[src/rtl/btn_pkg.sv]
// -----------------------------------------------------------------------------
// btn_pkg
// Shared definitions for the push-button conditioning path.
//   - btn_state_t : per-button debounce / auto-repeat FSM state (3-bit)
//   - *_DEF       : default timing constants, in 1 kHz clock cycles (= ms)
//   - max3        : helper used to size the shared per-channel counter
// -----------------------------------------------------------------------------
package btn_pkg;

  typedef enum logic [2:0] {
    IDLE    = 3'd0,  // released, level 0
    DB_DN   = 3'd1,  // candidate press being debounced
    PRESSED = 3'd2,  // accepted press, timing the initial hold
    HELD    = 3'd3,  // auto-repeat running
    DB_UP   = 3'd4   // candidate release being debounced, level still 1
  } btn_state_t;

  localparam int DEBOUNCE_MS_DEF = 20;
  localparam int HOLD_MS_DEF     = 600;
  localparam int REPEAT_MS_DEF   = 150;

  function automatic int max3(input int a, input int b, input int c);
    int m;
    m = (a > b) ? a : b;
    return (m > c) ? m : c;
  endfunction

endpackage

[src/rtl/btn_channel.sv]
// -----------------------------------------------------------------------------
// btn_channel
// Conditions a single push-button: 2-FF synchroniser, debounce FSM with
// press/release pulses, and an auto-repeat strobe.
// Ports:
//   clk_1khz      in  1 kHz clock, all logic on posedge
//   rst_n         in  asynchronous active-low reset
//   raw           in  raw asynchronous button, active-high
//   level         out debounced level
//   press_pulse   out 1-cycle pulse on accepted press
//   release_pulse out 1-cycle pulse on accepted release
//   repeat_pulse  out 1-cycle pulse at press, press+HOLD_MS, then every REPEAT_MS
// -----------------------------------------------------------------------------
module btn_channel
  import btn_pkg::*;
#(
  parameter int DEBOUNCE_MS = DEBOUNCE_MS_DEF,
  parameter int HOLD_MS     = HOLD_MS_DEF,
  parameter int REPEAT_MS   = REPEAT_MS_DEF
) (
  input  logic clk_1khz,
  input  logic rst_n,
  input  logic raw,
  output logic level,
  output logic press_pulse,
  output logic release_pulse,
  output logic repeat_pulse
);

  // Only one duration is ever being timed per state, so a single counter
  // serves as debounce, hold and repeat timer; it is cleared on every state
  // entry and stops at its terminal value, so it never wraps.
  localparam int CNT_MAX = max3(DEBOUNCE_MS, HOLD_MS, REPEAT_MS);
  localparam int CNT_W   = (CNT_MAX > 1) ? $clog2(CNT_MAX) : 1;

  localparam logic [CNT_W-1:0] DB_LAST   = CNT_W'(DEBOUNCE_MS - 1);
  localparam logic [CNT_W-1:0] HOLD_LAST = CNT_W'(HOLD_MS - 1);
  localparam logic [CNT_W-1:0] REP_LAST  = CNT_W'(REPEAT_MS - 1);
  localparam logic [CNT_W-1:0] CNT_ONE   = CNT_W'(1);

  logic             s1_reg, s2_reg;
  btn_state_t       state_reg, state_next;
  logic [CNT_W-1:0] cnt_reg, cnt_next;
  logic             level_reg, level_next;
  logic             press_reg, press_next;
  logic             release_reg, release_next;
  logic             repeat_reg, repeat_next;

  always_ff @(posedge clk_1khz or negedge rst_n) begin
    if (!rst_n) begin
      s1_reg      <= 1'b0;
      s2_reg      <= 1'b0;
      state_reg   <= IDLE;
      cnt_reg     <= '0;
      level_reg   <= 1'b0;
      press_reg   <= 1'b0;
      release_reg <= 1'b0;
      repeat_reg  <= 1'b0;
    end else begin
      s1_reg      <= raw;
      s2_reg      <= s1_reg;
      state_reg   <= state_next;
      cnt_reg     <= cnt_next;
      level_reg   <= level_next;
      press_reg   <= press_next;
      release_reg <= release_next;
      repeat_reg  <= repeat_next;
    end
  end

  always_comb begin
    state_next   = state_reg;
    cnt_next     = cnt_reg;
    level_next   = level_reg;
    press_next   = 1'b0;
    release_next = 1'b0;
    repeat_next  = 1'b0;

    case (state_reg)
      IDLE: begin
        level_next = 1'b0;
        if (s2_reg) begin
          state_next = DB_DN;
          cnt_next   = '0;
        end
      end

      DB_DN: begin
        if (!s2_reg) begin
          state_next = IDLE;            // glitch shorter than debounce window
        end else if (cnt_reg == DB_LAST) begin
          state_next  = PRESSED;
          cnt_next    = '0;
          level_next  = 1'b1;
          press_next  = 1'b1;
          repeat_next = 1'b1;           // first repeat coincides with press
        end else begin
          cnt_next = cnt_reg + CNT_ONE;
        end
      end

      PRESSED: begin
        if (!s2_reg) begin
          state_next = DB_UP;
          cnt_next   = '0;
        end else if (cnt_reg == HOLD_LAST) begin
          state_next  = HELD;
          cnt_next    = '0;
          repeat_next = 1'b1;
        end else begin
          cnt_next = cnt_reg + CNT_ONE;
        end
      end

      HELD: begin
        if (!s2_reg) begin
          state_next = DB_UP;
          cnt_next   = '0;
        end else if (cnt_reg == REP_LAST) begin
          cnt_next    = '0;
          repeat_next = 1'b1;
        end else begin
          cnt_next = cnt_reg + CNT_ONE;
        end
      end

      DB_UP: begin
        if (s2_reg) begin
          // Release bounce: back to PRESSED with hold timing restarted,
          // so auto-repeat never fires off a bouncing contact.
          state_next = PRESSED;
          cnt_next   = '0;
        end else if (cnt_reg == DB_LAST) begin
          state_next   = IDLE;
          cnt_next     = '0;
          level_next   = 1'b0;
          release_next = 1'b1;
        end else begin
          cnt_next = cnt_reg + CNT_ONE;
        end
      end

      default: begin
        state_next = IDLE;
        cnt_next   = '0;
        level_next = 1'b0;
      end
    endcase
  end

  assign level         = level_reg;
  assign press_pulse   = press_reg;
  assign release_pulse = release_reg;
  assign repeat_pulse  = repeat_reg;

endmodule

[src/rtl/button_conditioner.sv]
// -----------------------------------------------------------------------------
// button_conditioner
// Conditions the alarm-clock push-buttons: one independent btn_channel per
// button, outputs gathered into bit vectors.
// Ports:
//   clk_1khz    in  1 kHz scan clock (1 cycle = 1 ms)
//   rst_n       in  asynchronous active-low reset
//   btn_raw     in  [N_BTN] raw asynchronous buttons, active-high
//   btn_level   out [N_BTN] debounced level
//   btn_press   out [N_BTN] 1-cycle pulse on accepted press
//   btn_release out [N_BTN] 1-cycle pulse on accepted release
//   btn_repeat  out [N_BTN] auto-repeat strobe
// -----------------------------------------------------------------------------
module button_conditioner
  import btn_pkg::*;
#(
  parameter int N_BTN       = 4,
  parameter int DEBOUNCE_MS = DEBOUNCE_MS_DEF,
  parameter int HOLD_MS     = HOLD_MS_DEF,
  parameter int REPEAT_MS   = REPEAT_MS_DEF
) (
  input  logic             clk_1khz,
  input  logic             rst_n,
  input  logic [N_BTN-1:0] btn_raw,
  output logic [N_BTN-1:0] btn_level,
  output logic [N_BTN-1:0] btn_press,
  output logic [N_BTN-1:0] btn_release,
  output logic [N_BTN-1:0] btn_repeat
);

  generate
    for (genvar gi = 0; gi < N_BTN; gi++) begin : g_ch
      btn_channel #(
        .DEBOUNCE_MS (DEBOUNCE_MS),
        .HOLD_MS     (HOLD_MS),
        .REPEAT_MS   (REPEAT_MS)
      ) u_ch (
        .clk_1khz      (clk_1khz),
        .rst_n         (rst_n),
        .raw           (btn_raw[gi]),
        .level         (btn_level[gi]),
        .press_pulse   (btn_press[gi]),
        .release_pulse (btn_release[gi]),
        .repeat_pulse  (btn_repeat[gi])
      );
    end
  endgenerate

endmodule

[config.mk]
export PLATFORM = sky130hd
export DESIGN_NAME = button_conditioner
export DESIGN_NICKNAME = d
export VERILOG_FILES = /design/src/rtl/btn_pkg.sv /design/src/rtl/btn_channel.sv /design/src/rtl/button_conditioner.sv
export SDC_FILE = /design/constraint.sdc
export NUM_CORES = 1
export LEC_CHECK = 0
export ABC_AREA = 1
export CAP_MARGIN = 20
export CELL_PAD_IN_SITES_DETAIL_PLACEMENT = 1
export CELL_PAD_IN_SITES_GLOBAL_PLACEMENT = 2
export CORE_MARGIN = 5
export CORE_UTILIZATION = 38
export CTS_BUF_LIST = sky130_fd_sc_hd__clkbuf_16
export DETAILED_ROUTE_END_ITERATION = 8
export DONT_BUFFER_PORTS = 1
export HOLD_SLACK_MARGIN = 0.05
export PLACE_DENSITY = 0.81
export SYNTH_ARGS = -nofsm -noshare
export SYNTH_HDL_FRONTEND = slang
export SYNTH_SLANG_ARGS = --single-unit
[constraint.sdc]
create_clock -name clk_1khz -period 1.73 [get_ports clk_1khz]
set_input_delay 0.2595 -clock clk_1khz [delete_from_list [all_inputs] [get_ports clk_1khz]]
set_output_delay 0.2595 -clock clk_1khz [all_outputs]
set_load 0.02 [all_outputs]
==> impl_metrics.csv <==
group,metric,value,unit
placed_design,dp.cells,708,
global_routing,grt_overflow,0,
logic_synthesis,yosysTopAreaCell,"dfrtp_1",
logic_synthesis,synth.distinct_cells,37,
die,boundaryPins,22,
logic_synthesis,syn_area,4470,um2
placed_design,port_buffers,0,
placed_design,hpwlAfterDp,7650,um
finish,multi_input_area,2260,um2
timing,slew_violations,0,
finish,seq_area,1900,um2
worst_setup_path,crit_path_start,"g_ch[1].u_ch.cnt_reg[1]",
clock_tree,ctsRootBufferMaster,"clkbuf_16",
power_and_ir_drop,power_frac_seq,0.355,
clock_tree,clkSinkCount,76,
worst_setup_path,cp.required,1950,ps
clock_tree,htree_levels,3,
die,initial_core_util,0.390,
timing,setup_ws,79.6,ps
logic_synthesis,synth-edff-count,0,
detailed_routing,drt-vias-per-instance,4.98,
detailed_routing,wl_per_cell,14.1,um
worst_setup_path,cp_data_arrival_time,1870,ps
die,die_w,118,um
status,outcome,"complete, but fails checks",
global_routing,grt_pass1_vias,3794,
timing,fin_crit_sh,0.954,
finish,drive_gt1_frac,0.182,
detailed_routing,drt-pass1-iter-count,4,
power_and_ir_drop,p_per_area,1360,nW/um2
logic_synthesis,async_reset_ff_frac,1.00,
placed_design,globalplace.congestion,0.810,
clock_tree,cts.path.max_buffers,2,
worst_setup_path,cp_max_fo,6,
global_routing,antenna_found_initial,0,
hold_path,hp-class,"in2async",
timing,relSlewSlack,0.746,
timing,finalClockSkew,6.83,ps
power_and_ir_drop,fin_total_pwr,6.84,mW
logic_synthesis,synth_commonest_cells,"nand2_1, nor2_1, dfrtp_1",
logic_synthesis,yosysTopAreaCellShare,0.426,
detailed_routing,route.vias.total,3678,
power_and_ir_drop,p_int,3.96,mW
finish,largest_reg_flops,40,
timing,fin_crit,1650,ps
finish,fill_cells,1419,
power_and_ir_drop,clkPwrFrac,0.246,
die,dieArea,14000,um2
power_and_ir_drop,swShare,0.421,
detailed_routing,drc,0,
timing,hold_viol,76,
worst_setup_path,cp-end-kind,"flip-flop",
die,row_count,39,
global_routing,grt_usage,0.154,
logic_synthesis,synthXorXnorAreaFrac,0.0294,
clock_tree,cts_tree,"built",
timing,hold_ws,-391,ps
global_routing,grt_start_max_net_pins,77,
worst_setup_path,rr_startpoint,"g_ch[1].u_ch.cnt_reg[1]",
logic_synthesis,synthCells,579,
power_and_ir_drop,ir_drop,0.741,mV
placed_design,place_worst_setup_slack,-49.0,ps
timing,worst_pin_slew,379,ps
clock_tree,hold_buffers,4,
logic_synthesis,syn-num-nets,593,
clock_tree,clk_latency,340,ps
status,violations,"negative hold slack",
global_routing,grt_pass1_wl,17900,um
logic_synthesis,synth_adder_area_share,0.0224,
logic_synthesis,synth_warnings,0,
detailed_routing,drtIter0Drc,117,
logic_synthesis,synth_area_leaders,"dfrtp_1, nand2_1, nor2_1",
finish,diodes,0,
power_and_ir_drop,comb_power_share,0.400,
logic_synthesis,postSynthAreaPerCell,7.71,um2
finish,utilization,0.439,
clock_tree,clk_pin_slew,60,ps
worst_setup_path,critPathKind,"reg2reg",
finish,syn2layout_area_growth,12.7,%
flow_run,cap_violations,0,
logic_synthesis,yosysMostFrequentCell,"nand2_1",
die,coreArea,11500,um2
logic_synthesis,yosysSeqAreaShare,0.426,
timing,rsz0062_at_grt,"yes",
logic_synthesis,synth_compound_area_frac,0.0916,
power_and_ir_drop,switchingPower,2.88,mW
logic_synthesis,synthMuxAreaShare,0,
die,die_h,118,um
detailed_routing,ant_nets,0,
worst_setup_path,worstSetupStartpointType,"flip-flop",
power_and_ir_drop,p_leak,2.30,nW
logic_synthesis,ys_seq_elements,76,
logic_synthesis,yosys.area_share.simple,0.334,
logic_synthesis,synthFlopType,"dfrtp_1",
timing,setup_viol,0,
finish,final_net_count,604,
clock_tree,cts_buffers,9,
finish,final_cells,738,
detailed_routing,wirelength,10400,um
timing,fmax,606,MHz
logic_synthesis,synth_top_family_by_area,"simple AND/OR/NAND/NOR gates",
[kinds of logic after synthesis]
group	Yosys count
flops	76
buf+inv	94
simple gates	317
xor+xnor	15
compound gates	69
fa+ha+maj	8
[power by group through the flow]
| stage | clock [mW] | combinational, mW | sequential, mW |
|---|---|---|---|
| 2_1_floorplan | 0 | 2.09 | 2.32 |
| 4_1_cts | 1.74 | 2.60 | 2.42 |
| 3_5_place_dp | 0 | 2.51 | 2.45 |
| 6_report | 1.68 | 2.74 | 2.43 |
| 5_1_grt | 1.84 | 3.12 | 2.47 |
| 3_3_place_gp | 0 | 2.43 | 2.44 |
[layer usage]
layer,GRT usage,part of all wire,vias up,wire length [um]
li1,-,-,1870,-
met4,0.0411,0.011,0,116
met1,0.198,0.47,1775,4890
met5,0,0,-,0
met3,0.0449,0.028,9,293
met2,0.255,0.49,24,5080
[worst paths after layout]
kind	to	slack (ps)	depth (start not counted)
setup / recovery	g_ch[1].u_ch.cnt_reg[6]	80	10
hold / removal	g_ch[1].u_ch.cnt_reg[7]	-390	0
setup reg to reg	g_ch[1].u_ch.cnt_reg[6]	80	10
hold reg to reg	g_ch[0].u_ch.s2_reg	350	0
max in group asynchronous	g_ch[0].u_ch.cnt_reg[1]	2000	0
min in group clk_1khz	g_ch[0].u_ch.s2_reg	350	0
[layout make-up]
cell class	instances	area share
Clock buffer	9	0.0447
Clock inverter	7	0.00696
Inverter	74	0.0552
Multi-Input combinational cell	410	0.449
Sequential cell	76	0.378
Tap cell	143	0.0355
Timing Repair Buffer	19	0.0303
[metrics by stage]
stage | cell area (um2) | TNS [ps]
after detailed placement | 4540 | -269
after floorplan | 4470 | 0
after global placement | 4540 | 0
after global routing | 5040 | -336
final | 5040 | 0
after CTS | 4860 | 0
[cell usage in the layout, fill, tap and decap left out, types with 3 or more instances in the layout]
cell	count
clkbuf_16	9
buf_4	15
nand3_1	43
ha_2	3
nor3_1	15
dlygate4sd3_1	4
nand4_1	6
nand3_2	9
nor2_1	81
nand2_2	7
a31oi_1	4
a31o_2	4
ha_1	3
a21oi_2	6
xor2_1	13
nand3_4	3
nor2_2	8
o21ai_0	25
clkinv_2	3
o21ai_1	4
dfrtp_1	75
nor2_4	7
inv_1	61
nand2_1	125
a21oi_1	17
nor3_2	6
inv_2	14
[timing repair]
| action | CTS | global route |
|---|---|---|
| gates resized for setup | 4 | 25 |
| endpoints found under the hold margin | 80 | 76 |
| setup buffers | 0 | 9 |
| endpoints found under the setup margin | 10 | 51 |
| gates cloned | 1 | 0 |
| pin swaps | 2 | 10 |
[worst max-delay path, cell delays in order, from the launching register on]
cell and delay (ps):
dfrtp_1 380, ha_2 210, inv_1 70, nor3_2 130
nand3_2 170, nand2_2 120, nand2_2 90, nor2_4 120
nand2_1 90, inv_2 110, nor2_1 50
Note: power is estimated with default switching activity, not from simulation.
